===== config.mk =====
export PLATFORM = sky130hd
export DESIGN_NAME = alu_toplevel
export DESIGN_NICKNAME = d
export VERILOG_FILES = /design/src/rtl/alu_toplevel_pkg.sv /design/src/rtl/alu_toplevel_alu.sv /design/src/rtl/alu_toplevel.sv
export SDC_FILE = /design/constraint.sdc
export NUM_CORES = 1
export LEC_CHECK = 0
export ABC_CLOCK_PERIOD_IN_PS = 3000
export BUFFER_PORTS_ARGS = -buffer_cell sky130_fd_sc_hd__buf_4
export CORE_MARGIN = 2
export CORE_UTILIZATION = 54
export DETAILED_ROUTE_END_ITERATION = 7
export HOLD_SLACK_MARGIN = 0.15
export MAX_ROUTING_LAYER = met4
export PLACE_DENSITY = 0.73
export SETUP_SLACK_MARGIN = 0.4
export SLEW_MARGIN = 10
export SYNTH_ARGS = -nofsm -noshare
export SYNTH_HDL_FRONTEND = slang
export SYNTH_SLANG_ARGS = --single-unit

===== constraint.sdc =====
create_clock -name i_clk -period 3 [get_ports i_clk]
set_clock_uncertainty 0.15 [all_clocks]
set_input_delay 0 -clock i_clk [delete_from_list [all_inputs] [get_ports i_clk]]
set_output_delay 0 -clock i_clk [all_outputs]
set_load 0.005 [all_outputs]

===== src/rtl/alu_toplevel_pkg.sv =====
// Shared definitions for the switch/button ALU: default widths, opcode
// encodings and the opcode-validity helper used by the debug flags.
package alu_toplevel_pkg;

   localparam int NB_DATA_DEF  = 8;
   localparam int NB_OP_DEF    = 6;
   localparam int NB_DEBUG_DEF = 4;
   localparam int OP_W         = 6;

   typedef enum logic [OP_W-1:0] {
      OP_ADD = 6'b100000,
      OP_SUB = 6'b100010,
      OP_AND = 6'b100100,
      OP_OR  = 6'b100101,
      OP_XOR = 6'b100110,
      OP_NOR = 6'b100111,
      OP_SRA = 6'b000011,
      OP_SRL = 6'b000010
   } op_e;

   function automatic logic is_valid_op(input logic [OP_W-1:0] op);
      case (op)
         OP_ADD, OP_SUB, OP_AND, OP_OR,
         OP_XOR, OP_NOR, OP_SRA, OP_SRL: is_valid_op = 1'b1;
         default:                        is_valid_op = 1'b0;
      endcase
   endfunction

endpackage


===== src/rtl/alu_toplevel_alu.sv =====
// Purely combinational ALU: arithmetic, bitwise and shift operations on two
// operands; unsupported opcodes yield zero.
module alu
   import alu_toplevel_pkg::*;
#(
   parameter int NB_DATA = NB_DATA_DEF,
   parameter int NB_OP   = NB_OP_DEF
) (
   input  logic [NB_DATA-1:0] a,
   input  logic [NB_DATA-1:0] b,
   input  logic [NB_OP-1:0]   op,
   output logic [NB_DATA-1:0] result
);

   logic [OP_W-1:0] op_key;

   assign op_key = OP_W'(op);

   // NOTE: result gets a default before the case so no path leaves it
   // unassigned, which would otherwise infer a latch.
   always_comb begin
      result = '0;
      case (op_key)
         OP_ADD: result = a + b;
         OP_SUB: result = a - b;
         OP_AND: result = a & b;
         OP_OR:  result = a | b;
         OP_XOR: result = a ^ b;
         OP_NOR: result = ~(a | b);
         // >>> on a signed operand sign-fills even when b >= NB_DATA
         OP_SRA: result = $signed(a) >>> b;
         OP_SRL: result = a >> b;
         default: result = '0;
      endcase
   end

endmodule


===== src/rtl/alu_toplevel.sv =====
// Board-level ALU wrapper: buttons latch the switch value into operand and
// opcode registers; LEDs show the result and which registers were loaded.
module alu_toplevel
   import alu_toplevel_pkg::*;
#(
   parameter int NB_DATA  = NB_DATA_DEF,
   parameter int NB_OP    = NB_OP_DEF,
   parameter int NB_DEBUG = NB_DEBUG_DEF
) (
   input  logic                i_clk,
   input  logic                i_btnU,
   input  logic [NB_DATA-1:0]  i_sw,
   input  logic                i_btnL,
   input  logic                i_btnR,
   input  logic                i_btnC,
   output logic [NB_DATA-1:0]  o_led,
   output logic [NB_DEBUG-1:0] o_debugled
);

   logic [NB_DATA-1:0] reg_a;
   logic [NB_DATA-1:0] reg_b;
   logic [NB_OP-1:0]   reg_op;
   logic               a_loaded;
   logic               b_loaded;
   logic               op_loaded;
   logic [3:0]         flags;

   // NOTE: sequential state uses non-blocking assignments so every register
   // samples the pre-edge values, which also makes simultaneous loads safe.
   always_ff @(posedge i_clk or posedge i_btnU) begin
      if (i_btnU) begin
         reg_a     <= '0;
         reg_b     <= '0;
         reg_op    <= '0;
         a_loaded  <= 1'b0;
         b_loaded  <= 1'b0;
         op_loaded <= 1'b0;
      end else begin
         if (i_btnL) begin
            reg_a    <= i_sw;
            a_loaded <= 1'b1;
         end
         if (i_btnR) begin
            reg_b    <= i_sw;
            b_loaded <= 1'b1;
         end
         if (i_btnC) begin
            reg_op    <= i_sw[NB_OP-1:0];
            op_loaded <= 1'b1;
         end
      end
   end

   alu #(
      .NB_DATA (NB_DATA),
      .NB_OP   (NB_OP)
   ) u_alu (
      .a      (reg_a),
      .b      (reg_b),
      .op     (reg_op),
      .result (o_led)
   );

   // The reset value of reg_op is itself unsupported, so bit 3 waits for a load
   assign flags      = {op_loaded && !is_valid_op(OP_W'(reg_op)), op_loaded, b_loaded, a_loaded};
   assign o_debugled = NB_DEBUG'(flags);

endmodule


==> report_table.html <==
<table>
<tr><th>Metric</th><th>Value</th></tr>
<tr><th colspan="2">Worst setup path</th></tr>
<tr><td>R2R setup slack</td><td>around 1.3 ns</td></tr>
<tr><td>Worst path cell trace</td><td>or4b_4, nor2_4, buf_6, a21oi_2, xnor2_1, ha_1, o21a_1, o31a_1, o21a_1, or3_1, a31o_2, buf_4</td></tr>
<tr><td>Worst setup EP type</td><td>output port</td></tr>
<tr><td>Top cell by count, worst path</td><td>sky130_fd_sc_hd__o21a_1</td></tr>
<tr><td>Number of cells traversed by the worst register-to-register path</td><td>3</td></tr>
<tr><td>Crit. Startpoint</td><td>reg_op[2]</td></tr>
<tr><td>Master of the slowest instance on the critical path</td><td>sky130_fd_sc_hd__or4b_4</td></tr>
<tr><td>Delay of the slowest cell on the worst path</td><td>between 0.5 and 0.6 ns</td></tr>
<tr><td>Crit path buffers/inverters</td><td>2</td></tr>
<tr><td>Critical Path Start Type</td><td>register</td></tr>
<tr><td>Capturing element of the worst setup path</td><td>o_led[6]</td></tr>
<tr><td>Endpoint arrival time on the critical path</td><td>3.11 ns</td></tr>
<tr><td>Startpoint of the most critical register-to-register path</td><td>reg_a[6]</td></tr>
<tr><td>Data required time of the critical path</td><td>2.85 ns</td></tr>
<tr><td>Crit Path Class</td><td>register to output port</td></tr>
<tr><td>Stages on the worst setup path</td><td>12</td></tr>
<tr><td>Critical path's top delay family</td><td>simple AND/OR/NAND/NOR gates</td></tr>
<tr><td>Highest fanout seen on the critical path</td><td>3</td></tr>
<tr><td>Critical register-to-register path endpoint</td><td>reg_a[6]</td></tr>
<tr><th colspan="2">Floorplan</th></tr>
<tr><td>Standard-cell row count</td><td>24</td></tr>
<tr><td>Effective utilization at floorplan</td><td>0.570</td></tr>
<tr><td>Placeable Area</td><td>about 0.0044 mm^2</td></tr>
<tr><td>Die Width</td><td>between 70 and 80 um</td></tr>
<tr><td>Die outline height</td><td>between 70 and 80 um</td></tr>
<tr><td>Die Outline Area</td><td>0.00525 mm^2</td></tr>
<tr><td>I/O pin total</td><td>25</td></tr>
<tr><th colspan="2">Logic synthesis</th></tr>
<tr><td>Synthesized area</td><td>0.00253 mm^2</td></tr>
<tr><td>Leading post-synthesis cells by cell area</td><td>sky130_fd_sc_hd__dfrtp_1 (25%), sky130_fd_sc_hd__ha_1 (12%), sky130_fd_sc_hd__o21ai_0 (4.9%)</td></tr>
<tr><td>Sequential cell area fraction in the yosys report</td><td>0.247</td></tr>
<tr><td>Net count after synthesis</td><td>between 300 and 400</td></tr>
<tr><td>Number of synthesized register bits</td><td>25</td></tr>
<tr><td>Leading cell type by number of instances after synthesis</td><td>sky130_fd_sc_hd__nand2_1</td></tr>
<tr><td>Most frequent cells after synthesis</td><td>sky130_fd_sc_hd__nand2_1 (30), sky130_fd_sc_hd__dfrtp_1 (25), sky130_fd_sc_hd__o21ai_0 (25), sky130_fd_sc_hd__ha_1 (24), sky130_fd_sc_hd__inv_1 (19)</td></tr>
<tr><td>Post-synthesis area per instance</td><td>between 8 and 9 um^2</td></tr>
<tr><td>Synth Flop Type</td><td>sky130_fd_sc_hd__dfrtp_1</td></tr>
<tr><td>Library cell occupying the most area in the post-synthesis netlist</td><td>sky130_fd_sc_hd__dfrtp_1</td></tr>
<tr><td>Number of distinct library cells after synthesis</td><td>58</td></tr>
<tr><td>Synthesis Warnings</td><td>0</td></tr>
<tr><td>Number of enable flip-flop cells after synthesis</td><td>0</td></tr>
<tr><td>Yosys top cell area share</td><td>0.247</td></tr>
<tr><td>Async set or reset register ratio after synthesis</td><td>1.00</td></tr>
<tr><td>Cell count after synthesis</td><td>just under 300</td></tr>
<tr><th colspan="2">Timing</th></tr>
<tr><td>Setup violators final</td><td>6</td></tr>
<tr><td>Highest clock rate</td><td>307 MHz</td></tr>
<tr><td>Number of slew-limit violations in the final report</td><td>0</td></tr>
<tr><td>Final clock period utilization by the worst path</td><td>1.09</td></tr>
<tr><td>Slew margin rel.</td><td>0.358</td></tr>
<tr><td>Unrepaired setup endpoints after global routing</td><td>true</td></tr>
<tr><td>Final Worst Setup Slack</td><td>-0.259 ns</td></tr>
<tr><td>Minimum period implied by the final worst setup slack</td><td>3.26 ns</td></tr>
<tr><td>Number of hold violations in the final report</td><td>0</td></tr>
<tr><td>Slew at the pin closest to its max-slew limit</td><td>around 0.96 ns</td></tr>
<tr><th colspan="2">Final layout</th></tr>
<tr><td>Total area of sequential cells</td><td>626 um^2</td></tr>
<tr><td>Net count reported at finish</td><td>roughly 390</td></tr>
<tr><td>Core utilization of the finished layout</td><td>0.719</td></tr>
<tr><td>Area Overhead vs Synth</td><td>26.2%</td></tr>
<tr><td>Number of fill cells</td><td>around 350</td></tr>
<tr><td>Share of layout cells above drive strength 1</td><td>0.244</td></tr>
<tr><td>ANT cells</td><td>0</td></tr>
<tr><td>Multi-input gate area in the final layout</td><td>0.00179 mm^2</td></tr>
<tr><th colspan="2">Clocking</th></tr>
<tr><td>Clock latency on the worst-skew pair</td><td>between 0.2 and 0.3 ns</td></tr>
<tr><td>CTS root buffer</td><td>sky130_fd_sc_hd__clkbuf_8</td></tr>
<tr><td>Number of sinks handled by clock tree synthesis</td><td>25</td></tr>
<tr><td>Clock tree buffer depth</td><td>2</td></tr>
<tr><td>Htree depth</td><td>1</td></tr>
<tr><td>Clock buffer count from CTS</td><td>3</td></tr>
<tr><td>Clock-pin slew on the worst setup and hold paths</td><td>about 0.090 ns</td></tr>
<tr><td>Clock tree from TritonCTS</td><td>done</td></tr>
<tr><th colspan="2">Global routing</th></tr>
<tr><td>Number of global-route vias before repair</td><td>between 2000 and 2500</td></tr>
<tr><td>Grt ovf</td><td>0</td></tr>
<tr><td>Maximum number of pins on one net before global-route repair</td><td>26</td></tr>
<tr><td>Initial antenna violation count</td><td>0</td></tr>
<tr><td>Global router's overall resource usage</td><td>0.314</td></tr>
<tr><td>Global-route wire length before repair</td><td>12200 um</td></tr>
<tr><th colspan="2">Run status</th></tr>
<tr><td>Failing checks</td><td>negative setup slack</td></tr>
<tr><td>Outcome</td><td>complete, but fails checks</td></tr>
<tr><th colspan="2">Routing</th></tr>
<tr><td>Residual DRC count</td><td>0</td></tr>
<tr><td>Routed wirelength normalized by instance count</td><td>18.7 um</td></tr>
<tr><td>DRC marker count from the first detailed-route iteration</td><td>~220</td></tr>
<tr><td>Number of antenna-violating nets in the routed design</td><td>0</td></tr>
<tr><td>Total via count in the routed design</td><td>between 2000 and 2500</td></tr>
<tr><td>Via density</td><td>slightly above 6</td></tr>
<tr><td>Routed wire length</td><td>approximately 7500 um</td></tr>
<tr><td>Number of detailed-route iterations in the first pass</td><td>5</td></tr>
<tr><th colspan="2">Placement</th></tr>
<tr><td>Quantity of I/O buffers inserted on ports</td><td>24</td></tr>
<tr><td>Final RePlAce weighted congestion</td><td>between 1 and 1.5</td></tr>
<tr><td>Half-perimeter wire length after detailed placement</td><td>between 5000 and 6000 um</td></tr>
<tr><th colspan="2">Power and ir drop</th></tr>
<tr><td>Design Power</td><td>~1200 uW</td></tr>
<tr><td>Leak Pwr</td><td>0.00144 uW</td></tr>
<tr><td>Power Density</td><td>between 300 and 400 mW/mm^2</td></tr>
<tr><td>IR Drop Worst-Case VDD</td><td>approximately 0.44 mV</td></tr>
<tr><th colspan="2">Job</th></tr>
<tr><td>Max-cap violations</td><td>0</td></tr>
<tr><th colspan="2">Min path</th></tr>
<tr><td>Min-delay worst type</td><td>register to register</td></tr>
<tr><td>Number of cells on the worst hold path</td><td>1</td></tr>
</table>
==> stage by stage <==
step           setup WS, ns  area, um^2  setup TNS [ns]  hold slack, ns  cells
2_1_floorplan        0.0826        2560               0          -0.123    295
3_3_place_gp         0.0363        2890               0          0.0621    378
3_5_place_dp        0.00165        2890               0          0.0724    378
4_1_cts              -0.220        3150          -0.598           0.326    401
5_1_grt              -0.376        3200           -1.58           0.365    404
6_report             -0.259        3200          -0.931           0.326    404
==> report_power, final <==
part	switching [uW]	leakage (uW)	internal [uW]
combinational	318	0.00113	293
clock	104	0.0000228	94.8
sequential	37.2	0.000292	364
==> what timing repair did <==
action | in CTS | in global routing
resized for setup | 6 | 6
buffers inserted | 1 | 3
endpoints found under the hold margin | 50 | 0
pin swaps | 7 | 7
setup endpoints to repair | 7 | 7
hold buffers | 18 | 0
==> flip-flops by register name, summed over array words and instances (netlist names) <==
name       flops
reg_a          8
reg_b          8
reg_op         6
a_loaded       1
b_loaded       1
op_loaded      1
==> cell families (layout without fill, tap and decap cells) <==
family,after synthesis,in the layout,synth area share
XOR/XNOR,17,17,0.0588
flip-flops,25,25,0.247
AO/OA/AOI/OAI,92,92,0.250
multiplexers,17,17,0.0746
adder cells (fa/ha/maj),25,25,0.126
buffers and inverters,38,95,0.0687
AND/OR/NAND/NOR,81,81,0.175
==> routing by layer <==
layer / vias up / share of wire / GRT usage
met5: - / 0 / -
met4: 0 / 0.036 / 0.128
met3: 21 / 0.054 / 0.0292
met2: 96 / 0.46 / 0.464
met1: 1175 / 0.45 / 0.444
li1: 1179 / - / -
==> cell type report <==
type                            count  area share
Clock buffer                        4      0.0141
Inverter                           20      0.0235
Multi-Input combinational cell    232       0.561
Sequential cell                    25       0.196
Tap cell                           52      0.0204
Timing Repair Buffer               71       0.186
==> cells in the final DEF, fill, tap and decap left out, drive strengths merged, types with 5 or more instances in the layout <==
| master | count |
|---|---|
| xnor2 | 10 |
| a211oi | 12 |
| mux2i | 11 |
| o22ai | 5 |
| xor2 | 7 |
| dlygate4sd3 | 18 |
| nor2b | 9 |
| o21ai | 26 |
| dfrtp | 25 |
| nor3 | 5 |
| ha | 24 |
| o21a | 5 |
| nor2 | 17 |
| buf | 53 |
| a21oi | 14 |
| nand2 | 31 |
| inv | 19 |
| mux2 | 5 |
==> worst reg2reg max path, cell delays in order (launching register included) <==
cell	delay (ns)
sky130_fd_sc_hd__dfrtp_1	0.56
sky130_fd_sc_hd__inv_1	0.18
sky130_fd_sc_hd__o21ai_0	0.19
sky130_fd_sc_hd__dlygate4sd3_1	0.57
==> how the worst min path moves through the flow <==
stage,to,slack (ns),startpoint
final,a_loaded,0.33,a_loaded
after global routing,a_loaded,0.37,a_loaded
after CTS,a_loaded,0.33,a_loaded
after detailed placement,reg_b[7],0.07,i_sw[7]
after global placement,reg_b[6],0.06,i_sw[6]
after floorplan,a_loaded,-0.12,i_btnU
No activity file was read; power rests on OpenSTA's default activity.
